**src/rtl/bram_fifo.sv**
```systemverilog
// Valid/ready FIFO controller around an external dual-port synchronous-read block RAM.
// A two-entry skid buffer plus a read-data bypass hide the RAM read latency for full throughput.
module bram_fifo #(
  parameter int DWIDTH = 8,
  parameter int AWIDTH = 8,
  parameter int DEPTH  = 1 << AWIDTH
) (
  input  logic              clk,
  input  logic              rst,
  input  logic [DWIDTH-1:0] enq_data,
  input  logic              enq_valid,
  output logic              enq_ready,
  output logic [DWIDTH-1:0] deq_data,
  output logic              deq_valid,
  input  logic              deq_ready,
  output logic [AWIDTH:0]   count,
  output logic [AWIDTH-1:0] ram_addr0,
  output logic [DWIDTH-1:0] ram_d0,
  output logic              ram_we0,
  output logic              ram_en0,
  output logic [AWIDTH-1:0] ram_addr1,
  output logic              ram_en1,
  output logic              ram_we1,
  output logic [DWIDTH-1:0] ram_d1,
  input  logic [DWIDTH-1:0] ram_q1
);

  localparam logic [AWIDTH:0]   LP_DEPTH = (AWIDTH + 1)'(DEPTH);
  localparam logic [AWIDTH-1:0] LP_LAST  = AWIDTH'(DEPTH - 1);

  logic [AWIDTH-1:0] r_wr_ptr;
  logic [AWIDTH-1:0] r_rd_ptr;
  logic [AWIDTH:0]   r_ram_count;
  logic              r_rd_pending;
  logic [1:0]        r_skid_count;
  logic [DWIDTH-1:0] r_skid0;
  logic [DWIDTH-1:0] r_skid1;

  logic              w_enq_ready;
  logic              w_enq_fire;
  logic              w_deq_valid;
  logic              w_deq_fire;
  logic              w_skid_empty;
  logic              w_rd_issue;
  logic              w_capture;
  logic [2:0]        w_occupancy;
  logic [1:0]        w_tail;
  logic [AWIDTH:0]   w_ram_count_next;

  function automatic logic [AWIDTH-1:0] f_next_ptr(input logic [AWIDTH-1:0] ptr);
    return (ptr == LP_LAST) ? '0 : ptr + AWIDTH'(1);
  endfunction

  assign w_enq_ready  = (r_ram_count < LP_DEPTH);
  assign w_enq_fire   = enq_valid && w_enq_ready;
  assign w_skid_empty = (r_skid_count == 2'd0);

  // With the skid buffer empty, a returning read word is presented straight from ram_q1.
  assign w_deq_valid  = !w_skid_empty || r_rd_pending;
  assign w_deq_fire   = w_deq_valid && deq_ready;

  // Words that will sit in the output stage after this cycle's pop; a new read needs a free slot.
  assign w_occupancy  = {1'b0, r_skid_count} + {2'b00, r_rd_pending} - {2'b00, w_deq_fire};
  assign w_rd_issue   = (r_ram_count != '0) && (w_occupancy < 3'd2);

  // A returning word consumed through the bypass is not stored.
  assign w_capture    = r_rd_pending && !(w_skid_empty && w_deq_fire);
  assign w_tail       = r_skid_count - {1'b0, w_deq_fire};

  // NOTE: always_comb assigns a default first so no path leaves the signal unassigned (no latch).
  always_comb begin
    w_ram_count_next = r_ram_count;
    if (w_enq_fire && !w_rd_issue) begin
      w_ram_count_next = r_ram_count + (AWIDTH + 1)'(1);
    end else if (!w_enq_fire && w_rd_issue) begin
      w_ram_count_next = r_ram_count - (AWIDTH + 1)'(1);
    end
  end

  // NOTE: sequential state uses non-blocking assignments so every register samples pre-edge values.
  always_ff @(posedge clk) begin
    if (rst) begin
      r_wr_ptr     <= '0;
      r_rd_ptr     <= '0;
      r_ram_count  <= '0;
      r_rd_pending <= 1'b0;
      r_skid_count <= 2'd0;
    end else begin
      if (w_enq_fire) begin
        r_wr_ptr <= f_next_ptr(r_wr_ptr);
      end
      if (w_rd_issue) begin
        r_rd_ptr <= f_next_ptr(r_rd_ptr);
      end
      r_ram_count  <= w_ram_count_next;
      r_rd_pending <= w_rd_issue;
      r_skid_count <= r_skid_count + {1'b0, r_rd_pending} - {1'b0, w_deq_fire};
    end
  end

  // NOTE: only the two skid registers are reset (so deq_data reads 0 after reset); the RAM array
  // itself is never cleared, the pointers make stale contents unreachable.
  always_ff @(posedge clk) begin
    if (rst) begin
      r_skid0 <= '0;
      r_skid1 <= '0;
    end else begin
      if (w_deq_fire && !w_skid_empty) begin
        r_skid0 <= r_skid1;
      end
      if (w_capture) begin
        if (w_tail == 2'd0) begin
          r_skid0 <= ram_q1;
        end else begin
          r_skid1 <= ram_q1;
        end
      end
    end
  end

  assign enq_ready = w_enq_ready;
  assign deq_valid = w_deq_valid;
  assign deq_data  = (w_skid_empty && r_rd_pending) ? ram_q1 : r_skid0;
  assign count     = r_ram_count + (AWIDTH + 1)'(r_rd_pending) + (AWIDTH + 1)'(r_skid_count);

  assign ram_addr0 = r_wr_ptr;
  assign ram_d0    = enq_data;
  assign ram_we0   = w_enq_fire;
  assign ram_en0   = w_enq_fire;
  assign ram_addr1 = r_rd_ptr;
  assign ram_en1   = w_rd_issue;
  assign ram_we1   = 1'b0;
  assign ram_d1    = '0;

endmodule
```
**config.mk**
```make
export PLATFORM = sky130hd
export DESIGN_NAME = bram_fifo
export DESIGN_NICKNAME = d
export VERILOG_FILES = /design/src/rtl/bram_fifo.sv
export SDC_FILE = /design/constraint.sdc
export NUM_CORES = 1
export LEC_CHECK = 0
export CAP_MARGIN = 40
export CORE_MARGIN = 5
export CORE_UTILIZATION = 40
export CTS_CLUSTER_DIAMETER = 60
export DETAILED_ROUTE_END_ITERATION = 10
export PLACE_DENSITY = 0.68
export SLEW_MARGIN = 20
export SYNTH_ARGS = -nofsm -noshare
export SYNTH_HDL_FRONTEND = slang
export SYNTH_SLANG_ARGS = --single-unit
```
**constraint.sdc**
```tcl
create_clock -name clk -period 5.9 [get_ports clk]
set_input_delay 1.18 -clock clk [delete_from_list [all_inputs] [get_ports clk]]
set_output_delay 1.18 -clock clk [all_outputs]
set_load 0.02 [all_outputs]
```
=== Word level (Yosys, flattened, before mapping) ===
Index checks and enable logic that the tools add are counted.

* Register bits: 44
* Output and inout port bits: 55
* Logic and storage cells: 50

* $add $sub $neg: 11
* Magnitude comparators: 2
* Eq/ne operators: 2
* Multiplexer cells: 8
* Bitwise operators: 1
* Reduce and logical (&&, ||, !) cells: 19

{| class="wikitable"
|+ Operators with widths
! kind !! count
|-
| 2-to-1 mux 8 bit || 6
|-
| 2-to-1 mux 9 bit || 2
|-
| adder 8 x 1 -> 8 bit, second input constant || 2
|-
| == test 8 bit, second input constant || 2
|-
| adder 9 x 1 -> 9 bit || 1
|-
| adder 9 x 1 -> 9 bit, second input constant || 1
|-
| adder 9 x 2 -> 9 bit || 1
|-
| logical AND 1 bit || 9
|-
| < comparator 9 bit, second input constant || 1
|-
| nonzero test 9 bit || 1
|-
| subtractor 9 x 1 -> 9 bit, second input constant || 1
|-
| zero test 1 bit || 4
|-
| zero test 2 bit || 2
|-
| subtractor 2 x 1 -> 2 bit || 2
|-
| adder 2 x 1 -> 3 bit || 1
|-
| < comparator 3 x 2 -> 1 bit, second input constant || 1
|-
| subtractor 3 x 1 -> 3 bit || 1
|-
| adder 2 x 1 -> 2 bit || 1
|-
| AND reduction 2 bit || 1
|-
| nonzero test 2 bit || 1
|-
| logical OR 1 bit || 1
|-
| NOT 1 bit || 1
|}

=== Longest topological paths before layout ===
* Word-level depth: 10
* Depth in mapped cells: 18
* Depth with buffers taken out: 18

=== Worst setup path before layout ===
No wires, ideal clock.

* Path kind: input to register
* From: input deq_ready
* To: register r_ram_count[6]
* Setup time: 92 ps
* Arrival time: 4311 ps
* Data required time: 5808 ps
* Path slack: 1496 ps
* Stages on the path: 16
* Buffers on the path: 0
* Cell sequence: and2_1 ha_1 inv_1 ha_1 inv_1 fa_1 xnor2_1 and2_1 nand2_1 ha_1 inv_1 ha_1 nor2b_1 o31ai_1 a21boi_0 o32ai_1

* Longest elaborated chain between the ends: 7
* Elaborated cells between the ends (all ways): 9
* Those cells by class: add/sub: 1; order compare: 1; mux: 1; reduce/logical: 6

{| class="wikitable"
|+ RTL lines
! what !! line !! RTL
|-
| start: declaration || 15 || <nowiki>input logic deq_ready,</nowiki>
|-
| logical AND 1 bit (*) || 60 || <nowiki>assign w_deq_fire = w_deq_valid && deq_ready;</nowiki>
|-
| subtractor 3 x 1 -> 3 bit (*) || 63 || <nowiki>assign w_occupancy = {1'b0, r_skid_count} + {2'b00, r_rd_pending} - {2'b00, w_deq_fire};</nowiki>
|-
| < comparator 3 x 2 -> 1 bit (*) || 64 || <nowiki>assign w_rd_issue = (r_ram_count != '0) && (w_occupancy < 3'd2);</nowiki>
|-
| logical AND 1 bit (*) || 64 ||
|-
| zero test 1 bit || 73 || <nowiki>if (w_enq_fire && !w_rd_issue) begin</nowiki>
|-
| logical AND 1 bit || 73 ||
|-
| 2-to-1 mux 9 bit or nonzero test 2 bit (tied branches) || n/a ||
|-
| end signal: assignment || 95 || <nowiki>r_ram_count <= w_ram_count_next;</nowiki>
|-
| end: declaration || 33 || <nowiki>logic [AWIDTH:0] r_ram_count;</nowiki>
|}

Mark *: on every way between the ends. The rest lies on a longest branch, timed or not.
A chain may end at the register's enable or synchronous reset.

=== Worst setup path after layout ===
* From: input deq_ready
* To: output ram_en1

* Longest elaborated chain between the ends: 4

{| class="wikitable"
|+ RTL lines
! what !! line !! RTL
|-
| logical AND 1 bit || 60 ||
|-
| subtractor 3 x 1 -> 3 bit || 63 ||
|-
| < comparator 3 x 2 -> 1 bit || 64 ||
|-
| logical AND 1 bit || 64 ||
|-
| end: declaration || 22 || <nowiki>output logic ram_en1,</nowiki>
|}

Every way passes these cells.

==> impl_metrics.ini <==
[outcome]
status = finished, final reports clean

[detailed_routing]
wl_per_cell_um = 14.06
wirelength_um = 6480
drt_first_pass_iters = 4
vias = 2464
drc_errors = 0
ant_nets = 0
drt-initial-drc-count = 121
viasPerCell = 5.345

[yosys]
yosys_warnings = 0
yosysSeqAreaShare_pct = 30.92
synth.area.top_cells = dfxtp_1 (31%), ha_1 (6.1%), mux2i_1 (5.6%), buf_4 (5.3%), nor2_1 (4.3%)
syn_area_um2 = 2849
ys_async_sr_fraction_pct = 0
yosysUniqueCellTypes = 58
synth_top_area_share_pct = 30.92
ys.flop_type = dfxtp_1
synth-edff-count = 0
netlist_instances = 328
yosysTopAreaCell = dfxtp_1
syn_area_per_cell_um2 = 8.686
ys_ff_latch = 44

[finish]
layout-area-overhead-vs-synth_pct = 19.81
nFillCells = 671
num_antenna_cells = 0
utilization_pct = 49.69
multi_input_area_um2 = 1732
mostFrequentLayoutCells = clkdlybuf4s50_1 (49), dfxtp_1 (44), nor2_1 (33)
final_common_cell = clkdlybuf4s50_1
drive_gt1_share_pct = 7.945
fin_nets = 402
final-seq-area_um2 = 880.8

[grt]
gr-total-overflow = 0
grt_pass1_wl_um = 10920
antenna_found_initial = 0
grt_pass1_vias = 2336
grt_start_max_net_pins = 52
grt_util_all_layers_pct = 14.81

[floorplanning]
ios = 75
die_w_um = 94.40
initial_utilization_pct = 41.48
row_count = 30
dieArea_um2 = 8910
core-area_um2 = 6869
die_h_um = 94.40

[placement]
pre_cts_slack_ns = 0.5897
io_buffers = 49
place.gp.congestion = 0.8600
place.detailed.hpwl_um = 4727

[sta]
max_freq_mhz = 192.1
clock_skew_ns = 0.002407
period_needed_ns = 5.206
final.setup.tns_ns = 0
slew_viol_final = 0
min_period_over_period_pct = 88.24
maxSlewHeadroom_pct = 51.74
rsz0062_at_grt = no
worst_slew_pin_slew_ns = 0.7200
layout_setup_ws_ns = 0.6941
final-setup-viol-count = 0
finalHoldViolCount = 0

[setup_path]
end_kind = output port
cp-start-kind = input port
cp.required_ns = 4.72
cp_max_fo = 6
worstSetupPathType = input port to output port
arrival_ns = 4.03

[clock_network]
cts.sinks = 44
htree_levels = 2
cts_resized = 0
cts_tree = built
cts_buffer_depth = 2
clk_pin_slew_ns = 0.08
root_buffer = clkbuf_8
post_cts_buffers = 0
clkLatencyLatePin_ns = 0.29
cts_buffers = 5
ctsHoldBuffers = 0

[job]
cap_viol_max_count = 0

[power]
seqPwrFrac_pct = 22.9
power_switching_w = 0.0009092
cellLeakagePower_nw = 1.415
ir_drop_mv = 0.2141
p_int_w = 0.001047
swShare_pct = 46.48
p_per_area_nw_per_um2 = 573.1
power_frac_clock_pct = 11.7
pwr-share-comb_pct = 65.4

[hold_path]
hold_path.class = flop to flop
## state kept, by name, summed over array words and instances, names as in the netlist
register and flops:
r_ram_count 9, r_skid0 8, r_skid1 8, ram_addr0 8, ram_addr1 8, r_skid_count 2
r_rd_pending 1
## layer usage
| metal | share of wire (%) | up-vias | routed length (um) | track usage [%] |
|---|---|---|---|---|
| li1 | - | 1224 | - | - |
| met1 | 48 | 1178 | 3080 | 19.75 |
| met2 | 47 | 56 | 3036 | 24.82 |
| met3 | 4.8 | 6 | 310 | 2.789 |
| met4 | 0.80 | 0 | 52 | 3.369 |
| met5 | 0 | - | 0 | 0 |
## critical path, cell delays in order
cell,delay (ns)
clkdlybuf4s50_1,0.46
and2_1,0.17
ha_1,0.29
inv_1,0.10
ha_1,0.14
inv_1,0.05
fa_1,0.37
xnor2_1,0.18
and2_1,0.21
nand2_1,0.16
inv_1,0.11
clkdlybuf4s50_1,0.61
## area by class of cell
cell class                 instances  share of cell area [%]
clock buffer                       6                   2.126
clock inverter                     2                   1.026
inverter                          20                   2.199
multi-input combinational        243                   50.73
sequential                        44                   25.81
tap                               96                   3.519
timing repair buffer              50                   14.59
## cells in the mapped netlist (3+ instances only)
cell type	n
o21ai_0	6
inv_1	19
a21oi_1	12
nor3_1	9
nand2_1	18
dfxtp_1	44
xnor2_1	7
and3_1	5
mux2_2	9
xor2_1	8
and2_1	5
o221a_2	3
buf_4	20
nor2_1	33
clkbuf_1	7
nor2b_1	4
or4_1	3
nand3_1	15
ha_1	14
o32ai_1	3
a211oi_1	9
mux2i_1	16
nand4_1	9
fa_1	4
o21a_1	3
## worst paths after layout
kind,start,endpoint,slack [ns],cells past startpoint
max,deq_ready,ram_en1,0.69,12
min reg2reg,ram_addr0[1]$_SDFFE_PP0P_,ram_addr0[1]$_SDFFE_PP0P_,0.50,2
max reg2reg,r_skid_count[1]$_SDFF_PP0_,r_ram_count[6]$_SDFFE_PP0P_,1.49,18
min,ram_addr0[1]$_SDFFE_PP0P_,ram_addr0[1]$_SDFFE_PP0P_,0.50,2
## power by group through the flow
stage	clock, W	sequential, W	combinational [W]
global route	0.000248	0.000459	0.00142
floorplan	0	0.000438	0.000942
detailed placement	0	0.000454	0.00128
CTS	0.000234	0.000447	0.00129
global placement	0	0.000453	0.00126
finish	0.000229	0.000448	0.00128
## kinds of logic (layout without fill, tap and decap cells)
family | after synthesis | in the layout | synth area share, %
other cells | 1 | 9 | 0.1316
flops | 44 | 44 | 30.92
simple gates | 116 | 116 | 21.21
buf+inv | 49 | 78 | 9.354
mux | 25 | 25 | 9.179
compound gates | 60 | 60 | 15.63
fa+ha+maj | 18 | 18 | 8.959
xor+xnor | 15 | 15 | 4.611
## metrics by stage
stage | hold WS, ns | instances | instance area [um^2] | total power (W)
2_1_floorplan | 0.4627 | 336 | 2879 | 0.001380
3_3_place_gp | 0.4761 | 453 | 3306 | 0.001714
3_5_place_dp | 0.4884 | 453 | 3306 | 0.001736
4_1_cts | 0.5038 | 461 | 3413 | 0.001969
5_1_grt | 0.5499 | 461 | 3413 | 0.002126
6_report | 0.4957 | 461 | 3413 | 0.001956
Power figures use the tool's default switching activity.
